===== config.mk =====
export PLATFORM = sky130hd
export DESIGN_NAME = core_input_receiver_flat
export DESIGN_NICKNAME = d
export VERILOG_FILES = /design/src/rtl/mining_pkg.sv /design/src/rtl/core_inputs_ifc.sv /design/src/rtl/core_input_receiver_nonce_stepper.sv /design/src/rtl/core_input_receiver.sv /design/src/flat_wrapper.sv
export SDC_FILE = /design/constraint.sdc
export NUM_CORES = 1
export LEC_CHECK = 0
export CAP_MARGIN = 20
export CORE_AREA = 2 2 289 291
export DETAILED_ROUTE_END_ITERATION = 8
export DIE_AREA = 0 0 291 293
export SYNTH_ARGS = -nofsm -noshare
export SYNTH_HDL_FRONTEND = slang
export SYNTH_SLANG_ARGS = --single-unit

===== constraint.sdc =====
create_clock -name clk -period 14.7 [get_ports clk]
set_input_delay 2.94 -clock clk [delete_from_list [all_inputs] [get_ports clk]]
set_output_delay 2.94 -clock clk [all_outputs]
set_load 0.1 [all_outputs]

===== src/rtl/mining_pkg.sv =====
// Shared types for the block broadcast bus and per-core job payloads.
package mining_pkg;

    localparam int unsigned WORD_BITS   = 32;
    localparam int unsigned HASH_WORDS  = 8;
    localparam int unsigned STATE_BITS  = HASH_WORDS * WORD_BITS;
    localparam int unsigned BCAST_WIDTH = 352;
    localparam int unsigned MAX_TAG_BITS = 16;

    typedef struct packed {
        logic [WORD_BITS-1:0] a;
        logic [WORD_BITS-1:0] b;
        logic [WORD_BITS-1:0] c;
        logic [WORD_BITS-1:0] d;
        logic [WORD_BITS-1:0] e;
        logic [WORD_BITS-1:0] f;
        logic [WORD_BITS-1:0] g;
        logic [WORD_BITS-1:0] h;
    } hash_state_t;

    typedef struct packed {
        hash_state_t           state;
        logic [WORD_BITS-1:0]  w1;
        logic [WORD_BITS-1:0]  w2;
        logic [WORD_BITS-1:0]  w3;
        logic [WORD_BITS-1:0]  nonce;
        logic [MAX_TAG_BITS-1:0] tag;
    } job_t;

    typedef enum logic [1:0] {
        IDLE      = 2'd0,
        RUN       = 2'd1,
        EXHAUSTED = 2'd2
    } rx_state_e;

endpackage


===== src/rtl/core_inputs_ifc.sv =====
// Block broadcast bus shared by all hashing cores.
interface core_inputs_ifc;
    import mining_pkg::*;

    logic                 valid;
    logic                 newblock;
    hash_state_t          hashstate;
    logic [WORD_BITS-1:0] w1;
    logic [WORD_BITS-1:0] w2;
    logic [WORD_BITS-1:0] w3;

    modport reader (input valid, newblock, hashstate, w1, w2, w3);
    modport writer (output valid, newblock, hashstate, w1, w2, w3);
endinterface


===== src/rtl/core_input_receiver_nonce_stepper.sv =====
// Interleaved nonce counter: loads the core index, strides by NCORES, flags the last nonce.
module nonce_stepper #(
    parameter int unsigned NCORES     = 4,
    parameter int unsigned CORE_INDEX = 0,
    parameter int unsigned NONCE_BITS = 32
) (
    input  logic                  clk,
    input  logic                  rst,
    input  logic                  load,
    input  logic                  advance,
    output logic [NONCE_BITS-1:0] nonce,
    output logic                  last_c
);

    logic [NONCE_BITS:0] sum_c;

    // One extra bit so the carry marks the end of the nonce space.
    assign sum_c  = {1'b0, nonce} + (NONCE_BITS+1)'(NCORES);
    assign last_c = sum_c[NONCE_BITS];

    always_ff @(posedge clk or posedge rst) begin
        if (rst) begin
            nonce <= '0;
        end else if (load) begin
            nonce <= NONCE_BITS'(CORE_INDEX);
        end else if (advance) begin
            nonce <= sum_c[NONCE_BITS-1:0];
        end
    end

endmodule


===== src/rtl/core_input_receiver.sv =====
// Per-core broadcast consumer: captures a new block and issues that core's nonce jobs.
module core_input_receiver
    import mining_pkg::*;
#(
    parameter int unsigned NCORES     = 4,
    parameter int unsigned CORE_INDEX = 0,
    parameter int unsigned NONCE_BITS = 32,
    parameter int unsigned TAG_BITS   = 4
) (
    input  logic                  clk,
    input  logic                  rst,
    core_inputs_ifc.reader        broadcast,
    input  logic                  core_stall,
    output logic                  job_valid,
    output logic [STATE_BITS-1:0] job_state,
    output logic [WORD_BITS-1:0]  job_w1,
    output logic [WORD_BITS-1:0]  job_w2,
    output logic [WORD_BITS-1:0]  job_w3,
    output logic [WORD_BITS-1:0]  job_nonce,
    output logic [TAG_BITS-1:0]   job_block_id,
    output logic                  exhausted
);

    localparam int unsigned W1_LSB = 2 * WORD_BITS;
    localparam int unsigned W2_LSB = WORD_BITS;

    rx_state_e               state_q;
    rx_state_e               state_d;
    logic                    capture_c;
    logic                    load_c;
    logic                    advance_c;
    logic                    last_c;
    logic [NONCE_BITS-1:0]   nonce_q;
    logic [BCAST_WIDTH-1:0]  active_q;
    logic [TAG_BITS-1:0]     block_id_q;
    logic                    job_valid_q;
    logic                    exhausted_q;

    assign capture_c = broadcast.valid && broadcast.newblock;

    always_ff @(posedge clk or posedge rst) begin
        if (rst) begin
            state_q <= IDLE;
        end else begin
            state_q <= state_d;
        end
    end

    // A capture wins over any same-cycle advance or exhaustion.
    always_comb begin
        state_d   = state_q;
        load_c    = 1'b0;
        advance_c = 1'b0;
        if (capture_c) begin
            state_d = RUN;
            load_c  = 1'b1;
        end else begin
            case (state_q)
                RUN: begin
                    if (!core_stall) begin
                        if (last_c) begin
                            state_d = EXHAUSTED;
                        end else begin
                            advance_c = 1'b1;
                        end
                    end
                end
                default: begin
                end
            endcase
        end
    end

    always_ff @(posedge clk or posedge rst) begin
        if (rst) begin
            active_q    <= '0;
            block_id_q  <= '0;
            job_valid_q <= 1'b0;
            exhausted_q <= 1'b0;
        end else begin
            job_valid_q <= (state_d == RUN);
            exhausted_q <= (state_d == EXHAUSTED);
            if (capture_c) begin
                active_q   <= {broadcast.hashstate, broadcast.w1, broadcast.w2, broadcast.w3};
                block_id_q <= block_id_q + TAG_BITS'(1);
            end
        end
    end

    nonce_stepper #(
        .NCORES     (NCORES),
        .CORE_INDEX (CORE_INDEX),
        .NONCE_BITS (NONCE_BITS)
    ) u_stepper (
        .clk     (clk),
        .rst     (rst),
        .load    (load_c),
        .advance (advance_c),
        .nonce   (nonce_q),
        .last_c  (last_c)
    );

    assign job_valid    = job_valid_q;
    assign exhausted    = exhausted_q;
    assign job_state    = active_q[BCAST_WIDTH-1 -: STATE_BITS];
    assign job_w1       = active_q[W1_LSB +: WORD_BITS];
    assign job_w2       = active_q[W2_LSB +: WORD_BITS];
    assign job_w3       = active_q[0 +: WORD_BITS];
    assign job_nonce    = WORD_BITS'(nonce_q);
    assign job_block_id = block_id_q;

endmodule

===== src/flat_wrapper.sv =====
// flat-port wrapper written by rule: the top's interface ports become plain ports
module core_input_receiver_flat import mining_pkg::*;
#(
    parameter int unsigned NCORES     = 4,
    parameter int unsigned CORE_INDEX = 0,
    parameter int unsigned NONCE_BITS = 32,
    parameter int unsigned TAG_BITS   = 4
)
  (clk, rst, core_stall, job_valid, job_state, job_w1, job_w2, job_w3, job_nonce, job_block_id, exhausted, broadcast_valid, broadcast_newblock, broadcast_hashstate, broadcast_w1, broadcast_w2, broadcast_w3);
  core_inputs_ifc broadcast_i ();
  input  logic clk;
  input  logic rst;
  input  logic core_stall;
  output logic job_valid;
  output logic [STATE_BITS-1:0] job_state;
  output logic [WORD_BITS-1:0] job_w1;
  output logic [WORD_BITS-1:0] job_w2;
  output logic [WORD_BITS-1:0] job_w3;
  output logic [WORD_BITS-1:0] job_nonce;
  output logic [TAG_BITS-1:0] job_block_id;
  output logic exhausted;
  input wire logic [$bits(broadcast_i.valid)-1:0] broadcast_valid;
  input wire logic [$bits(broadcast_i.newblock)-1:0] broadcast_newblock;
  input wire logic [$bits(broadcast_i.hashstate)-1:0] broadcast_hashstate;
  input wire logic [$bits(broadcast_i.w1)-1:0] broadcast_w1;
  input wire logic [$bits(broadcast_i.w2)-1:0] broadcast_w2;
  input wire logic [$bits(broadcast_i.w3)-1:0] broadcast_w3;
  assign broadcast_i.valid = broadcast_valid;
  assign broadcast_i.newblock = broadcast_newblock;
  assign broadcast_i.hashstate = broadcast_hashstate;
  assign broadcast_i.w1 = broadcast_w1;
  assign broadcast_i.w2 = broadcast_w2;
  assign broadcast_i.w3 = broadcast_w3;
  core_input_receiver #(.NCORES(NCORES), .CORE_INDEX(CORE_INDEX), .NONCE_BITS(NONCE_BITS), .TAG_BITS(TAG_BITS)) u_core (.clk(clk), .rst(rst), .broadcast(broadcast_i), .core_stall(core_stall), .job_valid(job_valid), .job_state(job_state), .job_w1(job_w1), .job_w2(job_w2), .job_w3(job_w3), .job_nonce(job_nonce), .job_block_id(job_block_id), .exhausted(exhausted));
endmodule

==> results of run 1 <==
[state kept, by name, summed over array words and instances (netlist names)]
| register | count |
|---|---|
| u_core.exhausted | 1 |
| u_core.u_stepper.nonce | 30 |
| u_core.job_valid | 1 |
| u_core.active_q | 352 |
| u_core.state_q | 2 |
| u_core.job_block_id | 4 |
[layer usage]
metal | up-vias | share of wire
li1 | 6700 | -
met1 | 6410 | 0.41
met2 | 530 | 0.48
met3 | 104 | 0.073
met4 | 2 | 0.034
met5 | - | 0.00011
[Yosys cell counts, drive strengths merged, types with 7 or more instances]
cell	count	area [um^2]
o21ai	11	55.1
nand3	15	75.1
a21oi	18	90.1
nand2	1082	4060
or4	9	67.6
nand4	7	43.8
o31ai	8	60.1
clkbuf	69	259
xnor2	9	78.8
dfrtp	390	9760
nor2	19	71.3
buf	20	103
[metrics by stage]
step / instances / hold slack, ns / total power [W]
final: 3530 / 0.468 / 0.00408
after global routing: 3530 / 0.482 / 0.00423
after CTS: 3530 / 0.475 / 0.00413
after detailed placement: 3446 / 0.461 / 0.00286
after global placement: 3446 / 0.456 / 0.00285
after floorplan: 1711 / 0.478 / 0.00240
[layout make-up]
type,count,share of cell area
Clock inverter,15,0.00825
Sequential cell,390,0.385
Clock buffer,69,0.0573
Inverter,2,0.000593
Timing Repair Buffer,754,0.298
Multi-Input combinational cell,1230,0.198
Tap cell,1070,0.0528
[worst register-to-register path: stages (launching register included)]
cell and delay (ns):
dfrtp_1 0.41, nor3b_1 0.63, nand3_1 0.40, a21oi_1 0.53, a31oi_1 0.17, a41o_1 0.22
[power groups by stage]
stage | sequential (W) | clock, W | combinational, W
after detailed placement | 0.00130 | 0 | 0.00156
after floorplan | 0.00224 | 0 | 0.000158
after CTS | 0.00128 | 0.00129 | 0.00156
after global placement | 0.00130 | 0 | 0.00155
after global routing | 0.00130 | 0.00133 | 0.00160
final | 0.00128 | 0.00125 | 0.00155
[cell families (layout without fill, tap and decap cells)]
kind of cell | after synthesis | count (layout)
compound gates | 51 | 51
simple gates | 1165 | 1165
fa+ha+maj | 2 | 2
buf+inv | 91 | 840
xor+xnor | 10 | 10
flops | 390 | 390
other cells | 1 | 2
[how the worst max path moves through the flow]
stage | from | to | slack [ns] | cells after the start
after CTS | broadcast_valid | u_core.active_q[262] | 9.21 | 6
after global placement | broadcast_valid | u_core.active_q[288] | 8.64 | 6
final | broadcast_valid | u_core.active_q[262] | 9.19 | 6
after global routing | broadcast_valid | u_core.active_q[296] | 8.97 | 6
after floorplan | rst | u_core.active_q[0] | 0.92 | 1
after detailed placement | broadcast_valid | u_core.active_q[44] | 8.61 | 6
==> results.cfg, run 1 <==
[outcome]
status = complete, no violations

[final_layout]
multi_input_area_mm2 = 0.00501
drive_above_1_share = 0.0398
fillerInstances = 8463
mostFrequentLayoutCell = nand2_1
syn2layout_area_growth_pct = 67.5
register_area_mm2 = 0.00976
mostFrequentLayoutCells = nand2_1 (1081), clkdlybuf4s50_1 (744), dfrtp_1 (390)
antenna_cells = 0
design_area_mm2 = 0.0253
fin_nets = 2784
final_core_util = 0.310

[hold_path]
min-delay-start = u_core.active_q[197]
hold_class = reg -> reg
min_to = u_core.active_q[197]
min_path_cells = 2

[worst_setup_path]
r2r_cells = 5
crit_path_start_kind = primary input
r2r-end = u_core.u_stepper.nonce[16]
cp.required_ns = 15.20
cp_max_fo = 91
slowest_stage = buf_4
worstPathArrival_ns = 6.01
end_kind = flip-flop
path_class = in -> reg
r2r_start = u_core.state_q[1]
cp_cell_sequence = clkdlybuf4s50_1 -> and2_4 -> buf_4 -> buf_4 -> nand2_1 -> nand2_1
slowest_delay_ns = 0.83
crit_buf_inv = 3
rrSetupSlack_ns = 12.24
critPathTopFamily = buffers and inverters

[synth]
ys_seq_area_frac = 0.645
synthXorXnorAreaFrac = 0.00579
syn_avg_cell_area_um2 = 8.85
synthMuxAreaShare = 0
ys_types = 40
ys_warn_count = 0
synth-simple-area-share = 0.301
synth_top_family_by_area = simple AND/OR/NAND/NOR gates
synth-compound-area-share = 0.0218
syn_area_mm2 = 0.0151
synthAdderAreaFrac = 0.00165
synth_edf_count = 0
synth_cells = 1710
ys_ff_latch = 390
synthFlopType = dfrtp_1
synthArstFlopShare = 1.00

[sta]
slew_headroom = 0.244
fin_crit_sh = 0.375
fin_ws_ns = 9.19
worst_slew_pin_slew_ns = 1.13
finalSetupViolCount = 0
hold_violations = 0
fin_crit_ns = 5.51
fin_skew_ns = 0.0109
final.setup.tns_ns = 0
rsz0062_at_grt = no
slew_violations = 0
max_freq_ghz = 0.181

[drt]
num_vias = 13700
wirelength_um = 55400
initialDrtViolationCount = 674
drcViolationCount = 0
post_drt_wl_per_cell_um = 15.7
ant_nets = 0
drt_pre_antenna_iters = 4
vias_per_cell = 3.89

[grt]
grt_use_total = 0.126
use_met3 = 0.0377
grt_util_met1 = 0.154
grt_antenna_before_repair = 0
grt_pass1_vias = 14200
busiest_layer = met2
use_met2 = 0.211
grt-ovfl-total = 0
grt_max_degree = 174
grt_first_pass_wirelength_um = 85400

[clock_tree]
cts_setup_buffers = 0
cts_buffers = 47
path_clk_slew_ns = 0.06
cts.sinks = 390
clockRootBuffer = clkbuf_16
tritoncts = done
clock_path_buffers = 3
cts_max_level = 2
hold_buffers = 0
clk_latency_ns = 0.57
cts_resized = 0

[floorplan]
initial_utilization = 0.185
ios = 747
placementRows = 105
die_width_um = 291
die_y_um = 293
core-area_mm2 = 0.0818
dieArea_mm2 = 0.0853

[power_and_ir_drop]
p_seq_frac = 0.315
powerDensity_mw_per_mm2 = 161
clockPowerShare = 0.306
p_int_w = 0.00232
vdd_drop_max_mv = 0.0934
leakage_nw = 11.9
share_comb_of_total_power = 0.380
netSwitchingFraction = 0.430
power.switching_w = 0.00175

[placed_design]
post-dp-hpwl_um = 39500
portBuffers = 744
pre_cts_slack_ns = 8.61
gp_congestion = 0.785
place_area_mm2 = 0.0237

[run]
cap_viol_max_count = 0
Power figures use the tool's default switching activity.
==> run 2: changes to the inputs <==
- clock period: 14.7 -> 4.5 ns (I/O delays scaled with it)
==> run 2 against run 1 <==
First-iteration DRC count is 18% lower. Design area is 1.0% higher. Count of clock-buffer cells in the layout is 2 lower. Critical path depth is 5 lower. Worst setup slack worse by 7.9 ns. Non-clock buffer count is 36 higher. Via count is 1.2% higher.
==> results.cfg, run 2 (synthesis gave the netlist of run 1 again) <==
[outcome]
status = complete, no violations

[sta]
finalSetupViolCount = 0
slew_violations = 0
fin_crit_ns = 3.21
rsz0062_at_grt = no
worst_slew_pin_slew_ns = 1.15
holdWs_ns = 0.468
max_freq_ghz = 0.312
hold_violations = 0
fin_skew_ns = 0.00403
fin_crit_sh = 0.713
slew_headroom = 0.230

[worst_setup_path]
slowest_stage = clkdlybuf4s50_1
crit_path_start_kind = flip-flop
r2r_cells = 6
crit_buf_inv = 1
r2r-end = u_core.exhausted
path_class = reg -> out
cp.depth = 1
end_kind = output pin
cp_cell_sequence = clkdlybuf4s50_1
slowest_delay_ns = 1.23
cp_max_fo = 8
worstPathArrival_ns = 2.31
critPathTopFamily = buffers and inverters
r2r_start = u_core.u_stepper.nonce[2]
cp.required_ns = 3.60
rrSetupSlack_ns = 2.32

[final_layout]
largest_register_ffs = 352
drive_above_1_share = 0.0517
regMostFlops = u_core.active_q
fin_nets = 2820
mostFrequentLayoutCell = nand2_1
antenna_cells = 0
mostFrequentLayoutCells = nand2_1 (1081), clkdlybuf4s50_1 (744), dfrtp_1 (390)
multi_input_area_mm2 = 0.00501
register_area_mm2 = 0.00976
design_area_mm2 = 0.0256
fillerInstances = 8457
syn2layout_area_growth_pct = 69.2

[placed_design]
post-dp-hpwl_um = 42700
gp_congestion = 0.811
portBuffers = 744
place_area_mm2 = 0.0240

[drt]
drt_pre_antenna_iters = 5
drcViolationCount = 0
post_drt_wl_per_cell_um = 16.0
ant_nets = 0
num_vias = 13900
vias_per_cell = 3.90
wirelength_um = 57200
initialDrtViolationCount = 551

[clock_tree]
cts_max_level = 2
tritoncts = done
cts_setup_buffers = 0
cts_buffers = 47
clk_latency_ns = 0.58
cts_resized = 0
clock_path_buffers = 3
clockRootBuffer = clkbuf_16
path_clk_slew_ns = 0.06
hold_buffers = 0
cts.sinks = 390

[power_and_ir_drop]
leakage_nw = 12.0
powerDensity_mw_per_mm2 = 515
vdd_drop_max_mv = 0.341

[run]
cap_viol_max_count = 0

[grt]
grt_antenna_before_repair = 2
grt_max_degree = 113
grt_use_total = 0.128
grt-ovfl-total = 0
grt_first_pass_wirelength_um = 85800
grt_pass1_vias = 13900

[floorplan]
dieArea_mm2 = 0.0853
initial_utilization = 0.185
placementRows = 105
ios = 747
core-area_mm2 = 0.0818
die_width_um = 291
die_y_um = 293

[hold_path]
min-delay-start = u_core.active_q[160]
min_path_cells = 2
min_to = u_core.active_q[160]
hold_class = reg -> reg
-- run 2: through the flow --
step | TNS (ns) | std cells | utilization | total power (W) | setup slack (ns)
2_1_floorplan | -641.90 | 1711 | - | 0.00784 | -1.65
3_3_place_gp | 0 | 3482 | 0.294 | 0.00935 | 1.60
3_5_place_dp | 0 | 3482 | 0.294 | 0.00937 | 1.49
4_1_cts | 0 | 3567 | 0.313 | 0.0133 | 1.23
5_1_grt | 0 | 3567 | 0.313 | 0.0137 | 1.20
6_report | 0 | 3567 | 0.313 | 0.0132 | 1.29
-- run 2: worst reg2reg max path: cells and delay by family (launching register included) --
family                   cells  cell delay, ns
AO/OA/AOI/OAI                1            0.27
adder cells (fa/ha/maj)      1            0.21
flip-flops                   1            0.42
AND/OR/NAND/NOR              4            1.17
-- run 2: layout make-up --
| cell class | instances | share of cell area |
|---|---|---|
| inverters | 2 | 0.000440 |
| clock inverters | 18 | 0.00850 |
| clock buffers | 67 | 0.0524 |
| flip-flops and latches | 390 | 0.381 |
| repair buffers | 790 | 0.309 |
| multi-input cells | 1230 | 0.196 |
| well taps | 1070 | 0.0523 |
-- run 2: layer usage --
layer  track usage  wire length (um)
met1         0.149             22900
met2         0.220             27800
met3        0.0428              4540
met4        0.0449              1880
met5             0                21
-- run 2: power breakdown --
part / internal [W] / switching (W) / leakage (nW) / total, W
logic: 0.00118 / 0.00392 / 6.41 / 0.00510
registers: 0.00393 / 0.000253 / 4.86 / 0.00418
clock network: 0.00231 / 0.00158 / 0.769 / 0.00389
-- run 2: worst max-delay path by stage --
stage                          startpoint                         end  slack [ns]
2_1_floorplan                         rst          u_core.active_q[0]       -1.65
3_3_place_gp                   core_stall  u_core.u_stepper.nonce[18]        1.60
3_5_place_dp                   core_stall  u_core.u_stepper.nonce[14]        1.49
4_1_cts        u_core.u_stepper.nonce[26]               job_nonce[26]        1.23
5_1_grt        u_core.u_stepper.nonce[26]               job_nonce[26]        1.20
6_report       u_core.u_stepper.nonce[26]               job_nonce[26]        1.29
